[config.mk]
export PLATFORM = sky130hd
export DESIGN_NAME = pencoder_stream_flat
export DESIGN_NICKNAME = d
export VERILOG_FILES = /design/src/rtl/bitsim_pkg.sv /design/src/rtl/pencoder_stream_if.sv /design/src/rtl/pencoder_param.sv /design/src/rtl/pencoder_stream.sv /design/src/flat_wrapper.sv
export SDC_FILE = /design/constraint.sdc
export NUM_CORES = 1
export LEC_CHECK = 0
export CORE_UTILIZATION = 30
export DETAILED_ROUTE_END_ITERATION = 6
export SLEW_MARGIN = 40
export SYNTH_ARGS = -nofsm -noshare
export SYNTH_HDL_FRONTEND = slang
export SYNTH_SLANG_ARGS = --single-unit
export TNS_END_PERCENT = 10
[constraint.sdc]
create_clock -name clk -period 4.6 [get_ports clk]
set_input_delay 0.69 -clock clk [delete_from_list [all_inputs] [get_ports clk]]
set_output_delay 0.69 -clock clk [all_outputs]
set_load 0.005 [all_outputs]
[src/rtl/bitsim_pkg.sv]
// bitsim_pkg: width helpers shared by the bit-serial mask/encoder blocks
package bitsim_pkg;
  function automatic int idx_w(input int w);
    return $clog2(w);
  endfunction
  function automatic int seq_w(input int m);
    return $clog2(m + 1);
  endfunction
endpackage

[src/rtl/pencoder_stream_if.sv]
// pencoder_stream_if: mask-in / index-out valid-ready stream bundle
interface pencoder_stream_if import bitsim_pkg::*; #(
  parameter int WIDTH    = 32,
  parameter int MAX_BITS = WIDTH
) ();
  localparam int IDX_W = idx_w(WIDTH);
  localparam int SEQ_W = seq_w(MAX_BITS);
  logic             in_valid;
  logic             in_ready;
  logic [WIDTH-1:0] in_mask;
  logic             out_valid;
  logic             out_ready;
  logic [IDX_W-1:0] out_idx;
  logic             out_val;
  logic             out_last;
  logic [SEQ_W-1:0] out_seq;
  logic             out_trunc;
  modport master (
    output in_valid, in_mask, out_ready,
    input  in_ready, out_valid, out_idx, out_val, out_last, out_seq, out_trunc
  );
  modport slave (
    input  in_valid, in_mask, out_ready,
    output in_ready, out_valid, out_idx, out_val, out_last, out_seq, out_trunc
  );
endinterface

[src/rtl/pencoder_param.sv]
// pencoder_param: MSB-first priority encoder; bit WIDTH-1 maps to index 0
module pencoder_param import bitsim_pkg::*; #(
  parameter int WIDTH = 32,
  localparam int IDX_W = idx_w(WIDTH)
) (
  input  logic [WIDTH-1:0] i_mask,
  output logic [IDX_W-1:0] o_idx,
  output logic             o_any,
  output logic [WIDTH-1:0] o_onehot
);
  assign o_any = |i_mask;
  // later (higher) bits overwrite earlier ones, so the MSB wins
  always_comb begin
    o_idx    = '0;
    o_onehot = '0;
    for (int i = 0; i < WIDTH; i++)
      if (i_mask[i]) begin
        o_idx       = IDX_W'(WIDTH - 1 - i);
        o_onehot    = '0;
        o_onehot[i] = 1'b1;
      end
  end
endmodule

[src/rtl/pencoder_stream.sv]
// pencoder_stream: emits the index of every set bit of a mask, MSB-first,
// one beat per cycle over a valid/ready stream
module pencoder_stream import bitsim_pkg::*; #(
  parameter int WIDTH    = 32,
  parameter int MAX_BITS = WIDTH
) (
  input logic              clk,
  input logic              reset,
  pencoder_stream_if.slave s
);
  localparam int IDX_W = idx_w(WIDTH);
  localparam int SEQ_W = seq_w(MAX_BITS);
  localparam logic [0:0] IDLE = 1'b0;
  localparam logic [0:0] EMIT = 1'b1;
  logic [0:0]       r_state;
  logic [WIDTH-1:0] r_mask;
  logic [SEQ_W-1:0] r_seq;
  logic [IDX_W-1:0] w_idx;
  logic [WIDTH-1:0] w_onehot;
  logic             w_any, w_single, w_cap, w_last, w_emit, w_beat, w_acc;
  pencoder_param #(.WIDTH(WIDTH)) u_pe (
    .i_mask  (r_mask),
    .o_idx   (w_idx),
    .o_any   (w_any),
    .o_onehot(w_onehot)
  );
  // popcount <= 1 without an adder tree
  assign w_single = (r_mask & (r_mask - WIDTH'(1))) == '0;
  assign w_cap    = r_seq == SEQ_W'(MAX_BITS - 1);
  assign w_emit   = r_state == EMIT;
  assign w_last   = w_single || w_cap;
  assign w_beat   = w_emit && s.out_ready;
  assign w_acc    = s.in_valid && s.in_ready;
  assign s.in_ready  = !reset && (!w_emit || (w_beat && w_last));
  assign s.out_valid = w_emit;
  assign s.out_idx   = w_idx;
  assign s.out_val   = w_any;
  assign s.out_last  = w_emit && w_last;
  assign s.out_seq   = r_seq;
  assign s.out_trunc = w_emit && w_cap && !w_single;
  always_ff @(posedge clk)
    if (reset) begin
      r_state <= IDLE;
      r_mask  <= '0;
      r_seq   <= '0;
    end else if (w_acc) begin
      r_state <= EMIT;
      r_mask  <= s.in_mask;
      r_seq   <= '0;
    end else if (w_beat) begin
      r_state <= w_last ? IDLE : EMIT;
      r_mask  <= w_last ? r_mask : r_mask & ~w_onehot;
      r_seq   <= w_last ? r_seq : r_seq + SEQ_W'(1);
    end
endmodule

[src/flat_wrapper.sv]
// flat-port wrapper written by rule: the top's interface ports become plain ports
module pencoder_stream_flat import bitsim_pkg::*;
#(
  parameter int WIDTH    = 32,
  parameter int MAX_BITS = WIDTH
)
  (clk, reset, s_in_valid, s_in_mask, s_out_ready, s_in_ready, s_out_valid, s_out_idx, s_out_val, s_out_last, s_out_seq, s_out_trunc);
  pencoder_stream_if #(.WIDTH(WIDTH), .MAX_BITS(MAX_BITS)) s_i ();
  input logic clk;
  input logic reset;
  input wire logic [$bits(s_i.in_valid)-1:0] s_in_valid;
  input wire logic [$bits(s_i.in_mask)-1:0] s_in_mask;
  input wire logic [$bits(s_i.out_ready)-1:0] s_out_ready;
  output wire logic [$bits(s_i.in_ready)-1:0] s_in_ready;
  output wire logic [$bits(s_i.out_valid)-1:0] s_out_valid;
  output wire logic [$bits(s_i.out_idx)-1:0] s_out_idx;
  output wire logic [$bits(s_i.out_val)-1:0] s_out_val;
  output wire logic [$bits(s_i.out_last)-1:0] s_out_last;
  output wire logic [$bits(s_i.out_seq)-1:0] s_out_seq;
  output wire logic [$bits(s_i.out_trunc)-1:0] s_out_trunc;
  assign s_i.in_valid = s_in_valid;
  assign s_i.in_mask = s_in_mask;
  assign s_i.out_ready = s_out_ready;
  assign s_in_ready = s_i.in_ready;
  assign s_out_valid = s_i.out_valid;
  assign s_out_idx = s_i.out_idx;
  assign s_out_val = s_i.out_val;
  assign s_out_last = s_i.out_last;
  assign s_out_seq = s_i.out_seq;
  assign s_out_trunc = s_i.out_trunc;
  pencoder_stream #(.WIDTH(WIDTH), .MAX_BITS(MAX_BITS)) u_core (.clk(clk), .reset(reset), .s(s_i));
endmodule
==> reports/qor.txt <==
# Max-Cap Violations: 0
Critical Path, Cell by Cell: nor4_4 > nand4_2 > or3_4 > o41a_1 > nor4_4 > a31oi_1 > nor2_1 > clkdlybuf4s50_1
Sum of net half-perimeters after detailed placement: 5950 microns
Sequential element share of the synthesized area: 0.315
CTS Hold Buffers Added: 0
Worst Path Class, Setup: reg -> out
Power dissipated by switching net loads: 340 uW
CP arrival: 3520 ps
Power share of the sequential group: 0.393
Crit path setup slack, layout: 395 ps
Bufs and invs on worst path: 1
Pin count of the biggest net entering global routing: 29
Dominant synthesized flop cell: dfxtp_1
Die Area: 8620 sq um
Number of global-route vias before repair: 2,491
Die boundary width: 92.9 microns
Number of inserted diodes: 0
Maximum cell stage delay along the critical path: 540 ps
Summed instance area of the synthesized netlist: 2480 sq um
DR pass1 iterations: 5
CTS Buffer Depth: 2
Vias: 2,635
Number of clock buffers inserted by TritonCTS: 5
Class of the most critical hold timing path: reg -> reg
Slew Limit Headroom: 0.484
Detailed Route WL: 7950 microns
Minimum clock period: 4210 ps
Share of power burned in the clock network: 0.300
Most area-consuming cells after synthesis: dfxtp_1 32%, nand2_1 5.6%, nor2_1 5.2%
Number of setup buffers added after CTS: 0
Top library cells by usage in the layout, fill and taps aside: 51 x clkdlybuf4s50_1, 39 x dfxtp_1, 37 x nand2_1
Internal portion of total power: 680 uW
Most common library cell in the layout ignoring fill and taps: clkdlybuf4s50_1
Share of synthesized cell area in full adder, half adder and majority cells: 0.00910
Worst path most repeated cell: nor4_4
Area of the core: 7850 sq um
Leakage power: 0.00108 uW
Post-synthesis register bit count: 39
Total nets after synthesis: 364
Final hold vios: 0
EDFF count, synth: 0
Via-per-instance ratio: 5.59
Compound-cell area share of the yosys netlist: 0.276
Io pins: 52
Fin Setup TNS: 0 ps
Fraction of synthesized area in multiplexers: 0.00808
Power, Total: 1020 uW
TritonCTS sink count: 39
CTS H-tree lvls: 2
Slowest-stage cell, CP: nor4_4
Portion of total power attributed to combinational logic: 0.307
Fraction of final layout cells with drive strength greater than 1: 0.0705
Top Family by Delay on Critical Path: simple AND/OR/NAND/NOR gates
Effective utilization at floorplan: 0.316
Pre-CTS WS: 717 ps
Fill cell instance count of the final layout: 825
Clock skew: 7.39 ps
Period Utilization, post-route: 0.914
Share of the core filled with cells in the final layout: 0.404
Number of different library cells in the post-synthesis netlist: 59
Run status: completed
Sort of element at the end of the critical path: output port
CTS tree: yes
Setup-failing EPs final: 0
Total gr overflow: 0
Placer congestion estimate: 0.928
Worst IR drop on VDD: 0.142 mV
Remaining antenna violation count after routing: 0
Global-route wire length before repair: 13,000 microns
Number of core rows: 32
Clock network latency to the later pin of the worst-skew pair: 300 ps
RSZ-0062 raised after global routing: false
Cell type with the largest total area after synthesis: dfxtp_1
Gr usage total: 0.194
Slew at the pin closest to its max-slew limit: 774 ps
Clock-pin transition on the worst setup and hold timing paths: 80 ps
Pwr Density: 321 nW/um^2
Residual DRC count: 0
Switching share of total power: 0.333
Final hold slack: 519 ps
Die height: 92.9 microns
Number of antenna violations at the first check in global routing: 0
Area share of the largest cell type after synthesis: 0.315
Post-Syn Instances: 327
Data required time at the worst endpoint: 3910 ps
Simple-gate area share of the yosys netlist: 0.302
Critical Path Fanout Max: 9
Yosys Warn Count: 0
Post-Synth XOR/XNOR Area: 0.0141
Initial DRC count: 280
Detailed-route wire length per cell: 16.9 microns
Combinational family with the most area after synthesis: simple AND/OR/NAND/NOR gates
Crit start category: flip-flop
Maximum operating frequency: 0.238 GHz
Port bufs: 51
PostCTS Resize Cnt: 0
Max Transition Viols Final: 0
Clock Root Buffer: clkbuf_8
Avg Inst Size Synth: 7.57 sq um
Async S/R FF share, synth: 0
Area growth from synthesis to layout: 28.1%
Total Nets Final: 405
registers in the layout, indices dropped and copies added, names as in the netlist:
| register | flops |
|---|---|
| u_core.s.out_valid | 1 |
| u_core.s.out_seq | 6 |
| u_core.r_mask | 32 |
worst paths after layout:
| check | depth (start not counted) | from | end | slack, ps |
|---|---|---|---|---|
| max | 8 | u_core.r_mask[4] | s_in_ready | 390 |
| min reg2reg | 2 | u_core.s.out_seq[5] | u_core.s.out_seq[5] | 520 |
| max reg2reg | 10 | u_core.r_mask[4] | u_core.r_mask[5] | 940 |
| min | 2 | u_core.s.out_seq[5] | u_core.s.out_seq[5] | 520 |
final cells by class:
| type | instances | area, sq um | share of cell area |
|---|---|---|---|
| Clock buffer | 6 | 82.6 | 0.0260 |
| Clock inverter | 2 | 35.0 | 0.0110 |
| Inverter | 18 | 67.6 | 0.0213 |
| Timing Repair Buffer | 58 | 563 | 0.178 |
| Sequential cell | 39 | 781 | 0.246 |
| Multi-Input combinational cell | 246 | 1520 | 0.478 |
| Tap cell | 102 | 128 | 0.0402 |
synthesized netlist by cell type (all sizes together), types with 3 or more instances:
library cell,number
a21oi,17
or3,3
clkbuf,16
nand3,14
o41ai,10
and2,4
o21ai,23
o31ai,5
nand2,37
a2111oi,3
a211oi,5
nor3,11
nand4,7
nand3b,3
nor2b,3
nor4,12
a21boi,3
a32o,10
inv,18
buf,8
or4,6
dfxtp,39
nor2,35
kinds of logic after synthesis:
kind of cell	Yosys count
AOI/OAI and AO/OA	96
xor gates and xnor gates	4
adders and majority gates	2
buffers and inverters	42
DFF	39
muxes	2
and+or+nand+nor	142
routing by layer:
| metal | GRT usage | share of wire | up-vias |
|---|---|---|---|
| met5 | 0 | 0 | - |
| met4 | 0.0641 | 0.018 | 0 |
| met3 | 0.0263 | 0.058 | 12 |
| met2 | 0.301 | 0.44 | 100 |
| met1 | 0.275 | 0.48 | 1218 |
| li1 | - | - | 1305 |
through the flow:
step           area, sq um  std cells
5_1_grt               3170        471
4_1_cts               3170        471
3_5_place_dp          3050        463
2_1_floorplan         2480        327
6_report              3170        471
3_3_place_gp          3050        463
worst min-delay path, stage by stage (launching register included):
cell and delay, ps:
dfxtp_1 330, o21ai_0 70, a21oi_1 70
power groups by stage:
stage          logic, uW  clock network (uW)  registers [uW]
2_1_floorplan        205                   0             383
3_3_place_gp         315                   0             407
3_5_place_dp         309                   0             406
4_1_cts              311                 315             399
5_1_grt              345                 330             405
6_report             313                 306             400
(Power assumes the default switching activity.)
